==> config.mk <==
export PLATFORM = sky130hd
export DESIGN_NAME = char_ram_cmd_ctrl
export DESIGN_NICKNAME = d
export VERILOG_FILES = /design/src/rtl/el_display_pkg.sv /design/src/rtl/char_addr_calc.sv /design/src/rtl/char_ram_cmd_ctrl.sv
export SDC_FILE = /design/constraint.sdc
export NUM_CORES = 1
export LEC_CHECK = 0
export BUFFER_PORTS_ARGS = -buffer_cell sky130_fd_sc_hd__buf_2
export CAP_MARGIN = 25
export CORE_MARGIN = 5
export CORE_UTILIZATION = 55
export CTS_CLUSTER_DIAMETER = 100
export DETAILED_ROUTE_END_ITERATION = 8
export PLACE_DENSITY = 0.75
export REMOVE_ABC_BUFFERS = 1
export SLEW_MARGIN = 10
export SYNTH_ARGS = -nofsm -noshare
export SYNTH_HDL_FRONTEND = slang
export SYNTH_HIERARCHICAL = 1
export SYNTH_SLANG_ARGS = --single-unit
==> constraint.sdc <==
create_clock -name in_main_clock -period 4.8 [get_ports in_main_clock]
set_input_delay 0.48 -clock in_main_clock [delete_from_list [all_inputs] [get_ports in_main_clock]]
set_output_delay 0.48 -clock in_main_clock [all_outputs]
set_load 0.02 [all_outputs]
==> src/rtl/el_display_pkg.sv <==
// el_display_pkg: shared geometry, command codes and state encoding for the character display.
package el_display_pkg;
  localparam int COLS = 40;
  localparam int ROWS = 32;
  localparam int ADDR_W = 11;
  localparam int COL_W = 6;
  localparam int ROW_W = 5;
  localparam logic [7:0] FILL_CHAR = 8'h00;
  localparam logic [7:0] CMD_LF = 8'h0A;
  localparam logic [7:0] CMD_CR = 8'h0D;
  localparam logic [7:0] CMD_CLEAR = 8'hFF;
  localparam logic [1:0] COL_SET = 2'b10;
  localparam logic [1:0] ROW_SET = 2'b11;
  localparam logic [ADDR_W-1:0] LAST_ADDR = ADDR_W'(COLS * ROWS - 1);
  typedef enum logic [1:0] {IDLE, EXEC, FILL, CLEAR} state_e;
  function automatic logic [ROW_W-1:0] row_inc(input logic [ROW_W-1:0] r);
    return (r == ROW_W'(ROWS - 1)) ? '0 : r + 1'b1;
  endfunction
endpackage

==> src/rtl/char_addr_calc.sv <==
// char_addr_calc: maps a logical (col, row) through the ring-buffer row offset to a RAM address.
module char_addr_calc
  import el_display_pkg::*;
(
  input  logic [COL_W-1:0]  col_i,
  input  logic [ROW_W-1:0]  row_i,
  input  logic [ROW_W-1:0]  off_i,
  output logic [ADDR_W-1:0] addr_o
);
  logic [ROW_W:0] sum;
  logic [ROW_W:0] phys;
  assign sum = {1'b0, row_i} + {1'b0, off_i};
  assign phys = (sum >= (ROW_W + 1)'(ROWS)) ? sum - (ROW_W + 1)'(ROWS) : sum;
  assign addr_o = ADDR_W'(col_i) + ADDR_W'(phys) * ADDR_W'(COLS);
endmodule

==> src/rtl/char_ram_cmd_ctrl.sv <==
// char_ram_cmd_ctrl: decodes host command bytes into character RAM writes, clear and hardware scroll.
module char_ram_cmd_ctrl
  import el_display_pkg::*;
(
  input  logic              in_main_clock,
  input  logic              in_reset_n,
  input  logic              in_cmd_valid,
  input  logic [7:0]        in_cmd_data,
  output logic              out_cmd_ready,
  output logic [ADDR_W-1:0] out_ram_addr,
  output logic [7:0]        out_ram_data,
  output logic              out_ram_we,
  output logic [ROW_W-1:0]  out_row_offset,
  output logic              out_busy
);
  state_e state_q, state_d;
  logic init_q;
  logic [COL_W-1:0] col_q, col_d, cnt_q, cnt_d;
  logic [ROW_W-1:0] row_q, row_d, off_q, off_d, fill_row_q, fill_row_d;
  logic pend_q, pend_d, we_q, we_d, adv, xfer;
  logic [ADDR_W-1:0] addr_q, addr_d, cur_addr, fill_addr;
  logic [7:0] data_q, data_d;

  char_addr_calc u_cur (.col_i(col_q), .row_i(row_q), .off_i(off_q), .addr_o(cur_addr));
  char_addr_calc u_fill (.col_i(cnt_q), .row_i(fill_row_q), .off_i('0), .addr_o(fill_addr));

  assign xfer = in_cmd_valid & out_cmd_ready;

  always_ff @(posedge in_main_clock or negedge in_reset_n) begin
    if (!in_reset_n) begin
      state_q <= IDLE;
      init_q <= 1'b0;
      col_q <= '0;
      row_q <= '0;
      off_q <= '0;
      fill_row_q <= '0;
      cnt_q <= '0;
      pend_q <= 1'b0;
      we_q <= 1'b0;
      addr_q <= '0;
      data_q <= '0;
    end else begin
      state_q <= state_d;
      init_q <= 1'b1;
      col_q <= col_d;
      row_q <= row_d;
      off_q <= off_d;
      fill_row_q <= fill_row_d;
      cnt_q <= cnt_d;
      pend_q <= pend_d;
      we_q <= we_d;
      addr_q <= addr_d;
      data_q <= data_d;
    end
  end

  always_comb begin
    state_d = state_q;
    unique case (state_q)
      IDLE:  if (xfer) state_d = (in_cmd_data == CMD_CLEAR) ? CLEAR : EXEC;
      EXEC:  state_d = pend_q ? FILL : IDLE;
      FILL:  if (cnt_q == COL_W'(COLS)) state_d = IDLE;
      CLEAR: if (addr_q == LAST_ADDR) state_d = IDLE;
      default: state_d = IDLE;
    endcase
  end

  always_comb begin
    col_d = col_q;
    row_d = row_q;
    off_d = off_q;
    fill_row_d = fill_row_q;
    cnt_d = cnt_q;
    pend_d = pend_q;
    we_d = we_q;
    addr_d = addr_q;
    data_d = data_q;
    adv = 1'b0;
    unique case (state_q)
      IDLE: if (xfer) begin
        if (in_cmd_data == CMD_CLEAR) begin
          col_d = '0;
          row_d = '0;
          off_d = '0;
          addr_d = '0;
          data_d = FILL_CHAR;
          we_d = 1'b1;
        end else if (in_cmd_data == CMD_LF) begin
          col_d = '0;
          adv = 1'b1;
        end else if (in_cmd_data == CMD_CR) begin
          col_d = '0;
        end else if (in_cmd_data[7:6] == COL_SET) begin
          col_d = (in_cmd_data[5:0] >= COL_W'(COLS)) ? '0 : in_cmd_data[COL_W-1:0];
        end else if (in_cmd_data[7:6] == ROW_SET) begin
          row_d = (in_cmd_data[5:0] >= 6'(ROWS)) ? '0 : in_cmd_data[ROW_W-1:0];
        end else begin
          we_d = 1'b1;
          addr_d = cur_addr;
          data_d = in_cmd_data;
          adv = (col_q == COL_W'(COLS - 1));
          col_d = adv ? '0 : col_q + 1'b1;
        end
      end
      EXEC: begin
        we_d = 1'b0;
        if (pend_q) begin
          off_d = row_inc(off_q);
          fill_row_d = off_q;
          cnt_d = '0;
        end
      end
      FILL: begin
        if (cnt_q == COL_W'(COLS)) begin
          we_d = 1'b0;
          pend_d = 1'b0;
        end else begin
          we_d = 1'b1;
          addr_d = fill_addr;
          data_d = FILL_CHAR;
          cnt_d = cnt_q + 1'b1;
        end
      end
      CLEAR: begin
        if (addr_q == LAST_ADDR) begin
          we_d = 1'b0;
          addr_d = '0;
        end else begin
          addr_d = addr_q + 1'b1;
        end
      end
      default: we_d = 1'b0;
    endcase
    // Bottom row reached: the cursor stays put and the screen scrolls instead.
    if (adv) begin
      if (row_q == ROW_W'(ROWS - 1)) pend_d = 1'b1;
      else row_d = row_q + 1'b1;
    end
  end

  always_comb begin
    out_cmd_ready = init_q && (state_q == IDLE);
    out_busy = ~out_cmd_ready;
    out_ram_addr = addr_q;
    out_ram_data = data_q;
    out_ram_we = we_q;
    out_row_offset = off_q;
  end
endmodule

=== After elaboration in Yosys (flattened, before gate mapping) ===
Cells that the tools add are included.

* Flip-flop bits (word level): 51
* Latch bits: 0
* Bits in writable memories: 0
* ROM bits: 0
* Output and inout bits: 27
* Logic and storage cells: 137
* Memories: 0

* Add/subtract/negate cells: 10
* $mul: 2
* Divide/modulo/power cells: 0
* $lt $le $gt $ge: 4
* Equality and inequality tests: 24
* Shift operators: 0
* Mux-type cells: 70
* Bitwise logic cells: 2
* Reduce and logical (&&, ||, !) cells: 14

{| class="wikitable"
|+ Operators by type and width
! operator !! number
|-
| $mux W11 || 8
|-
| $mux W5 || 14
|-
| $mux W6 || 11
|-
| $mux W8 || 7
|-
| $pmux W11 S3 || 1
|-
| $add A6 B11 Y11 || 2
|-
| $mux W1 || 19
|-
| $ge A6 B6 Y1 const B || 3
|-
| $eq A8 B4 Y1 const B || 2
|-
| $mul A6 B3 Y8 const B || 2
|-
| $pmux W8 S2 || 1
|-
| $reduce_and A7 Y1 || 2
|-
| $add A6 B1 Y6 const B || 2
|-
| $eq A6 B6 Y1 const B || 2
|-
| $ne A2 B2 Y1 const B || 6
|-
| $ne A3 B3 Y1 const B || 4
|-
| $pmux W6 S2 || 1
|-
| $add A11 B1 Y11 const B || 1
|-
| $eq A11 B11 Y1 const B || 1
|-
| $add A5 B1 Y5 const B || 2
|-
| $eq A5 B5 Y1 const B || 2
|-
| $mux W2 || 5
|-
| $pmux W5 S2 || 1
|-
| $reduce_and A3 Y1 || 3
|-
| other kinds (19) || 24
|}

=== Depth between registers and ports, before layout ===
Gate-level depths: netlist (run 1).

* Depth after elaboration: 12
* Depth in mapped cells: 16
* Depth with buffers taken out: 16

=== Modules after synthesis ===
Netlist (run 1), hierarchy kept.

{| class="wikitable"
|+ Modules (own cells, without submodules)
! module !! times used !! cells an instance !! area each (um2)
|-
| char_ram_cmd_ctrl || 1 || 337 || 2976.6
|-
| char_addr_calc || 2 || 63 || 575.6
|}

=== Least setup slack after synthesis (run 1) ===
OpenSTA, ideal clock, no wires.

* Path type: reg-to-reg
* Start: register off_q[0] (netlist: out_row_offset[0])
* End: register addr_q[10] (netlist: out_ram_addr[10])
* Data arrival time: 3.577 ns
* Slack: 1.113 ns
* Stages on the path, launching flop included: 16
* Buffers on the path: 0
* Cell sequence: dfrtp_1 -> ha_1 -> fa_1 -> nand3_1 -> and3_1 -> or2_1 -> inv_1 -> ha_1 -> inv_1 -> fa_1 -> nand2b_1 -> nor4_4 -> a21oi_2 -> o31ai_2 -> a21oi_1 -> o41ai_1

* Longest elaborated chain between the ends: 12

{| class="wikitable"
|+ Ends and longest elaborated chain
! item !! line !! source
|-
| start, declared || char_ram_cmd_ctrl.sv:19 || <nowiki>logic [ROW_W-1:0] row_q, row_d, off_q, off_d, fill_row_q, fill_row_d;</nowiki>
|-
| start signal, assigned || char_ram_cmd_ctrl.sv:35 || <nowiki>off_q <= '0;</nowiki>
|-
| start signal, assigned || char_ram_cmd_ctrl.sv:47 || <nowiki>off_q <= off_d;</nowiki>
|-
| $add A5 B5 Y6 (*) || char_addr_calc.sv:12 || <nowiki>assign sum = {1'b0, row_i} + {1'b0, off_i};</nowiki>
|-
| $sub A6 B6 Y6 or $ge A6 B6 Y1 (tied branches) || char_addr_calc.sv:13 || <nowiki>assign phys = (sum >= (ROW_W + 1)'(ROWS)) ? sum - (ROW_W + 1)'(ROWS) : sum;</nowiki>
|-
| $mux W6 (*) || char_addr_calc.sv:13 ||
|-
| $mul A6 B3 Y8 (*) || char_addr_calc.sv:14 || <nowiki>assign addr_o = ADDR_W'(col_i) + ADDR_W'(phys) * ADDR_W'(COLS);</nowiki>
|-
| $add A6 B11 Y11 (*) || char_addr_calc.sv:14 ||
|-
| via cur_addr[10] || char_ram_cmd_ctrl.sv:21 || <nowiki>logic [ADDR_W-1:0] addr_q, addr_d, cur_addr, fill_addr;</nowiki>
|-
| $mux W11 (*) || char_ram_cmd_ctrl.sv:95 || <nowiki>end else if (in_cmd_data[7:6] == ROW_SET) begin</nowiki>
|-
| $mux W11 (*) || char_ram_cmd_ctrl.sv:93 || <nowiki>end else if (in_cmd_data[7:6] == COL_SET) begin</nowiki>
|-
| $mux W11 (*) || char_ram_cmd_ctrl.sv:91 || <nowiki>end else if (in_cmd_data == CMD_CR) begin</nowiki>
|-
| $mux W11 (*) || char_ram_cmd_ctrl.sv:88 || <nowiki>end else if (in_cmd_data == CMD_LF) begin</nowiki>
|-
| $mux W11 (*) || char_ram_cmd_ctrl.sv:81 || <nowiki>if (in_cmd_data == CMD_CLEAR) begin</nowiki>
|-
| $mux W11 (*) || char_ram_cmd_ctrl.sv:80 || <nowiki>IDLE: if (xfer) begin</nowiki>
|-
| $pmux W11 S3 (*) || char_ram_cmd_ctrl.sv:79 || <nowiki>unique case (state_q)</nowiki>
|-
| end signal, assigned || char_ram_cmd_ctrl.sv:52 || <nowiki>addr_q <= addr_d;</nowiki>
|-
| end, declared || char_ram_cmd_ctrl.sv:21 ||
|}

Mark *: on every way through the listed nets, which the timed path passes. The rest lies on a longest branch. The select of a mux whose other input is x is not followed.
A chain may end at the register's enable or synchronous reset.

=== Final worst setup path (run 1) ===
* Start: register row_q[0]
* End: register addr_q[10] (netlist: out_ram_addr[10])

* Longest elaborated chain between the ends: 12

{| class="wikitable"
|+ Ends and longest elaborated chain
! item !! line !! source
|-
| start, declared || char_ram_cmd_ctrl.sv:19 ||
|-
| start signal, assigned || char_ram_cmd_ctrl.sv:46 || <nowiki>row_q <= row_d;</nowiki>
|-
| $add A5 B5 Y6 (*) || char_addr_calc.sv:12 ||
|-
| $sub A6 B6 Y6 or $ge A6 B6 Y1 (tied branches) || char_addr_calc.sv:13 ||
|-
| $mux W6 (*) || char_addr_calc.sv:13 ||
|-
| $mul A6 B3 Y8 (*) || char_addr_calc.sv:14 ||
|-
| $add A6 B11 Y11 (*) || char_addr_calc.sv:14 ||
|-
| via cur_addr[10] || char_ram_cmd_ctrl.sv:21 ||
|-
| $mux W11 (*) || char_ram_cmd_ctrl.sv:95 ||
|-
| $mux W11 (*) || char_ram_cmd_ctrl.sv:93 ||
|-
| $mux W11 (*) || char_ram_cmd_ctrl.sv:91 ||
|-
| $mux W11 (*) || char_ram_cmd_ctrl.sv:88 ||
|-
| $mux W11 (*) || char_ram_cmd_ctrl.sv:81 ||
|-
| $mux W11 (*) || char_ram_cmd_ctrl.sv:80 ||
|-
| $pmux W11 S3 (*) || char_ram_cmd_ctrl.sv:79 ||
|}

Marks and branches as above.

==> flow_summary.yaml, run 1 <==
status:
  outcome: "finished, final reports clean"
power_and_ir_drop:
  vdd_drop_max_v: 0.000189
  p_leak_nw: 2.06
  p_per_area_mw_per_mm2: 400
  finalPower_mw: 1.79
global_routing:
  antenna_found_initial: 0
  grt_use_total_pct: 21.6
  grt_first_pass_wirelength_microns: 17100
  overflow: 0
  grt_pass1_vias: 3535
  grt_max_degree: 52
cts:
  htreeDepth: 2
  tritoncts: "yes"
  cts_made_buffers: 5
  ctsHoldBuffers: 0
  clockBufferDepth: 2
  clock-sinks: 51
  clk_pin_slew_ns: 0.10
  clk_latency_ns: 0.31
  cts.repair.resized: 0
  cts_setup_buffers: 0
  cts-root-buf: "clkbuf_8"
flow_run:
  maxCapViolCount: 0
sta:
  setup_violations: 0
  slew_viol_final: 0
  fin_crit_ns: 3.97
  hold_viol: 0
  skew_ns: 0.00658
  worstMarginPinSlew_ns: 0.858
  finalSetupTns_ns: 0
  fmax_mhz: 252
  fin_crit_sh_pct: 82.7
  max_slew_margin_pct: 42.2
  grt_setup_unrepaired: "false"
cells_and_area:
  layout-drive-gt1-share_pct: 14.2
  layout-area-overhead-vs-synth_pct: 8.28
  nNetsFinal: 553
  final_util_pct: 61.3
  fin_cells: 598
  diodes: 0
  design_area_sq_mm: 0.00447
  n_fill_cell: 683
critical_path:
  reg2reg_from: "row_q[0]$_DFF_PN0_"
  path_class: "flop to flop"
  crit_fanout: 6
  cp-end-kind: "flop"
  worstSetupStartpointType: "flop"
  arrival_ns: 4.18
  required_ns: 5.01
  crit_path_start: "row_q[0]$_DFF_PN0_"
logic_synthesis:
  synth.distinct_cells: 69
  synth_edf_count: 0
  syn_area_sq_mm: 0.00413
  ys_seq_elements: 51
  yosysWarnings: 6
  synthCells: 463
  avgSynthCellArea_sq_um: 8.92
  ys_seq_area_share_pct: 30.9
  ys.flop_type: "dfrtp_1"
  async_reset_ff_share_pct: 100
floorplan:
  dieWidth_microns: 96.6
  die_h_microns: 96.6
  die_area_sq_mm: 0.00934
  io_pins: 38
  rows: 31
  initial_core_util_pct: 56.6
  core_sq_mm: 0.00729
detailed_routing:
  drc: 0
  finalWirelength_microns: 10100
  drt-met1-wl_microns: 4580
  viasPerCell: 6.14
  met3_wirelength_microns: 529
  highest_layer: "met4"
  first_pass_iters: 5
  drt_iter0_drc: 211
  ant_nets: 0
  dr_wl_met2_microns: 4850
  detail_route.wl_per_cell_microns: 16.9
  via_count: 3671
placement:
  dp_hpwl_microns: 7690
  placed_area_sq_mm: 0.00438
  place_inst: 590
  port-buffer-count: 37
  place.gp.congestion: 0.854
worst_hold_path:
  hold_path.class: "primary input to async pin"
## worst max-delay path: stages, from the launching register on
cell and delay, ns:
dfrtp_1 0.45, ha_1 0.25, fa_1 0.41, nand3_1 0.12, and3_1 0.21, or2_1 0.19
inv_1 0.06, ha_1 0.30, inv_1 0.07, fa_1 0.54, nand2b_1 0.23, nor4_4 0.33
a21oi_2 0.10, o31ai_2 0.22, a21oi_1 0.09, o41ai_1 0.31
## through the flow
step,hold slack [ns],setup WS (ns)
floorplan,0.184,1.11
global placement,0.470,1.04
detailed placement,0.470,0.873
CTS,0.312,0.855
global route,0.348,0.507
finish,0.275,0.829
## metal layers
layer / vias up / GRT usage [%]
met1: 1783 / 28.7
met2: 136 / 36.4
met3: 17 / 3.60
met5: - / 0
met4: 0 / 5.83
li1: 1735 / -
## placed cells by master (no fill, tap or decap), drive strengths merged, types with 4 or more instances in the layout
master,n
xnor2,13
nand2b,7
clkbuf,6
nand3,13
and2,5
a221oi,8
a211oi,5
a21o,8
nor2b,9
o31ai,4
nor3,9
ha,38
nor2,35
fa,6
dfrtp,51
nor4,4
a21oi,36
and3,9
inv,30
or2,5
o22ai,6
buf,39
conb,9
a22o,6
o21ai,25
xor2,10
nand2,46
nand4,6
## cells in the mapped netlist (4+ instances only)
cell type	number	area share (%)
nand2_1	46	4.2
nor2b_1	9	1.4
a22o_1	6	1.3
o21ai_1	4	0.49
nand2b_1	7	1.1
nand4_1	6	0.91
buf_4	7	1.3
inv_1	30	2.7
ha_1	38	12
o22ai_1	6	0.91
nand3_1	13	1.6
and2_1	5	0.76
clkbuf_1	9	0.82
nor3_1	9	1.1
xor2_1	8	1.7
nor2_1	35	3.2
o21ai_0	21	2.5
xnor2_1	13	2.8
fa_1	6	2.9
dfrtp_1	51	31
a221oi_1	7	1.5
and3_1	7	1.1
conb_1	4	0.36
a21oi_1	33	4.0
a21o_1	8	1.5
## layout make-up
cell class	instances	area [sq um]	area share [%]
flip-flops and latches	51	1280	28.6
multi-input cells	371	2670	59.8
clock inverters	2	12.5	0.280
well taps	99	124	2.77
clock buffers	6	72.6	1.62
repair buffers	39	200	4.48
inverters	30	113	2.52
## final timing paths
path / slack (ns) / cells past startpoint / end
max: 0.83 / 15 / out_ram_addr[10]$_DFFE_PN0P_
min: 0.27 / 2 / out_ram_addr[5]$_DFFE_PN0P_
max reg2reg: 0.83 / 15 / out_ram_addr[10]$_DFFE_PN0P_
min reg2reg: 0.49 / 2 / fill_row_q[0]$_DFFE_PN0P_
max in group asynchronous: 4.07 / 2 / state_q[1]$_DFFE_PN0P_
min in group in_main_clock: 0.47 / 3 / state_q[1]$_DFFE_PN0P_
## report_power, final
group | switching, mW | internal [mW] | leakage (nW)
clock network | 0.150 | 0.102 | 0.0412
logic | 0.543 | 0.393 | 1.38
registers | 0.0987 | 0.500 | 0.639
total | 0.792 | 0.996 | 2.06
## flip-flops by register name, summed over array words and instances (netlist names)
name            count
row_q               5
state_q             2
col_q               6
pend_q              1
out_ram_addr       11
out_ram_we          1
fill_row_q          5
out_row_offset      5
init_q              1
out_ram_data        8
cnt_q               6
## cells by family after synthesis
kind of cell    after synthesis  share of synthesized area (%)
compound gates              127                           21.9
xor+xnor                     23                           5.24
fa+ha+maj                    44                           14.4
buf+inv                      46                           4.82
flops                        51                           30.9
mux                           2                          0.515
other cells                   4                          0.364
simple gates                166                           21.8
No activity file was read; power rests on OpenSTA's default activity.
==> run 2: changes to the inputs <==
Clock period 4.8 ns to 4.1 ns, I/O delays scaled along.
==> run 2 against run 1 <==
Sequential cell count did not move. Hold slack got worse by 0.075 ns. Global-route usage barely moved. Via count fell by 0.76%. First-iteration DRC count rose by 28%. Non-clock buffer count did not move. Critical path depth did not move. Critical endpoint unchanged.
==> flow_summary.yaml, run 2 (synthesized netlist as in run 1, its figures left out) <==
status:
  outcome: "finished, final reports clean"
global_routing:
  overflow: 0
  grt_pass1_vias: 3565
  antenna_found_initial: 0
  grt_use_total_pct: 21.6
  grt_first_pass_wirelength_microns: 17100
  grt_max_degree: 52
sta:
  fin_crit_sh_pct: 93.8
  fmax_mhz: 260
  skew_ns: 0.0106
  setup_violations: 0
  fin_crit_ns: 3.85
  grt_setup_unrepaired: "false"
  worstMarginPinSlew_ns: 0.890
  hold_viol: 0
  finalSetupTns_ns: 0
  max_slew_margin_pct: 40.0
  slew_viol_final: 0
power_and_ir_drop:
  clkPwrFrac_pct: 17.3
  vdd_drop_max_v: 0.000203
  seqPwrFrac_pct: 32.1
  p_leak_nw: 2.09
  swShare_pct: 42.7
  p_switching_mw: 0.931
  p_per_area_mw_per_mm2: 483
  p_int_mw: 1.25
  comb_power_share_pct: 50.6
floorplan:
  die_h_microns: 96.6
  io_pins: 38
  initial_core_util_pct: 56.6
  rows: 31
  core_sq_mm: 0.00729
  die_area_sq_mm: 0.00934
  dieWidth_microns: 96.6
detailed_routing:
  met3_wirelength_microns: 515
  via_count: 3643
  ant_nets: 0
  drt_iter0_drc: 271
  drc: 0
  finalWirelength_microns: 10200
  detail_route.wl_per_cell_microns: 17.0
  drt-met1-wl_microns: 4610
  highest_layer: "met4"
  first_pass_iters: 6
  viasPerCell: 6.09
  dr_wl_met2_microns: 4870
critical_path:
  worstSetupStartpointType: "flop"
  arrival_ns: 4.06
  required_ns: 4.31
  cp-end-kind: "flop"
  crit_fanout: 6
  path_class: "flop to flop"
  worst-r2r-setup-slack_ns: 0.25
cts:
  clockBufferDepth: 2
  clk_latency_ns: 0.31
  cts-root-buf: "clkbuf_8"
  clk_pin_slew_ns: 0.10
  htreeDepth: 2
  cts.repair.resized: 0
  tritoncts: "yes"
  clock-sinks: 51
  cts_setup_buffers: 0
  cts_made_buffers: 5
  ctsHoldBuffers: 0
cells_and_area:
  layout_commonest_cell: "dfrtp_1"
  fin_cells: 598
  layout-area-overhead-vs-synth_pct: 9.46
  nNetsFinal: 553
  diodes: 0
  layout-drive-gt1-share_pct: 15.2
  largest_reg_flops: 11
  most-common-layout-cells: "dfrtp_1 (49), nand2_1 (46), ha_1 (38)"
placement:
  place.gp.congestion: 0.854
  port-buffer-count: 37
  dp_hpwl_microns: 7740
  place_inst: 590
flow_run:
  maxCapViolCount: 0
worst_hold_path:
  hold_path.class: "primary input to async pin"
run 2: final timing paths:
path | start | to | cells past startpoint
setup / recovery | row_q[0]$_DFF_PN0_ | out_ram_addr[10]$_DFFE_PN0P_ | 15
setup reg to reg | row_q[0]$_DFF_PN0_ | out_ram_addr[10]$_DFFE_PN0P_ | 15
max in group asynchronous | in_reset_n | out_row_offset[0]$_DFFE_PN0P_ | 2
hold reg to reg | out_ram_data[6]$_DFFE_PN0P_ | out_ram_data[6]$_DFFE_PN0P_ | 1
min in group in_main_clock | in_cmd_valid | state_q[1]$_DFFE_PN0P_ | 3
hold / removal | in_reset_n | out_ram_addr[5]$_DFFE_PN0P_ | 2
run 2: per-layer routing:
| metal | vias to the layer above | GRT usage (%) |
|---|---|---|
| met4 | 0 | 6.70 |
| met3 | 16 | 3.02 |
| met2 | 133 | 36.4 |
| met1 | 1761 | 28.7 |
| met5 | - | 0 |
| li1 | 1733 | - |
run 2: critical path: stages, from the launching register on:
cell and delay (ns):
dfrtp_2 0.46, ha_1 0.24, fa_1 0.41, nand3_1 0.12
and3_1 0.21, or2_4 0.15, inv_1 0.05, ha_1 0.29
inv_1 0.06, fa_1 0.48, xor2_2 0.21, nor4_4 0.35
a21oi_2 0.10, o31ai_2 0.22, a21oi_1 0.10, o41ai_2 0.29
run 2: cell type report:
type	instances	area (sq um)
fillers	666	2770
multi-input cells	371	2680
flip-flops and latches	51	1280
repair buffers	39	200
well taps	99	124
inverters	30	113
clock buffers	6	82.6
clock inverters	2	38.8
run 2: metrics by stage:
step           total power, mW  instance area [sq um]  setup slack, ns  hold WS, ns  utilization, %
6_report                  2.18                   4520            0.254        0.200            62.0
5_1_grt                   2.33                   4520          0.00718        0.269            62.0
4_1_cts                   2.17                   4510            0.155        0.236            61.8
3_5_place_dp              1.79                   4380            0.165        0.475            60.1
3_3_place_gp              1.74                   4380            0.338        0.470            60.1
2_1_floorplan             1.49                   4060            0.407        0.114               -
run 2: power by group through the flow:
stage | combinational (mW) | sequential (mW) | clock [mW]
final | 1.11 | 0.700 | 0.377
after floorplan | 0.741 | 0.754 | 0
after global routing | 1.21 | 0.716 | 0.406
after detailed placement | 1.08 | 0.706 | 0
after CTS | 1.09 | 0.696 | 0.386
after global placement | 1.04 | 0.704 | 0
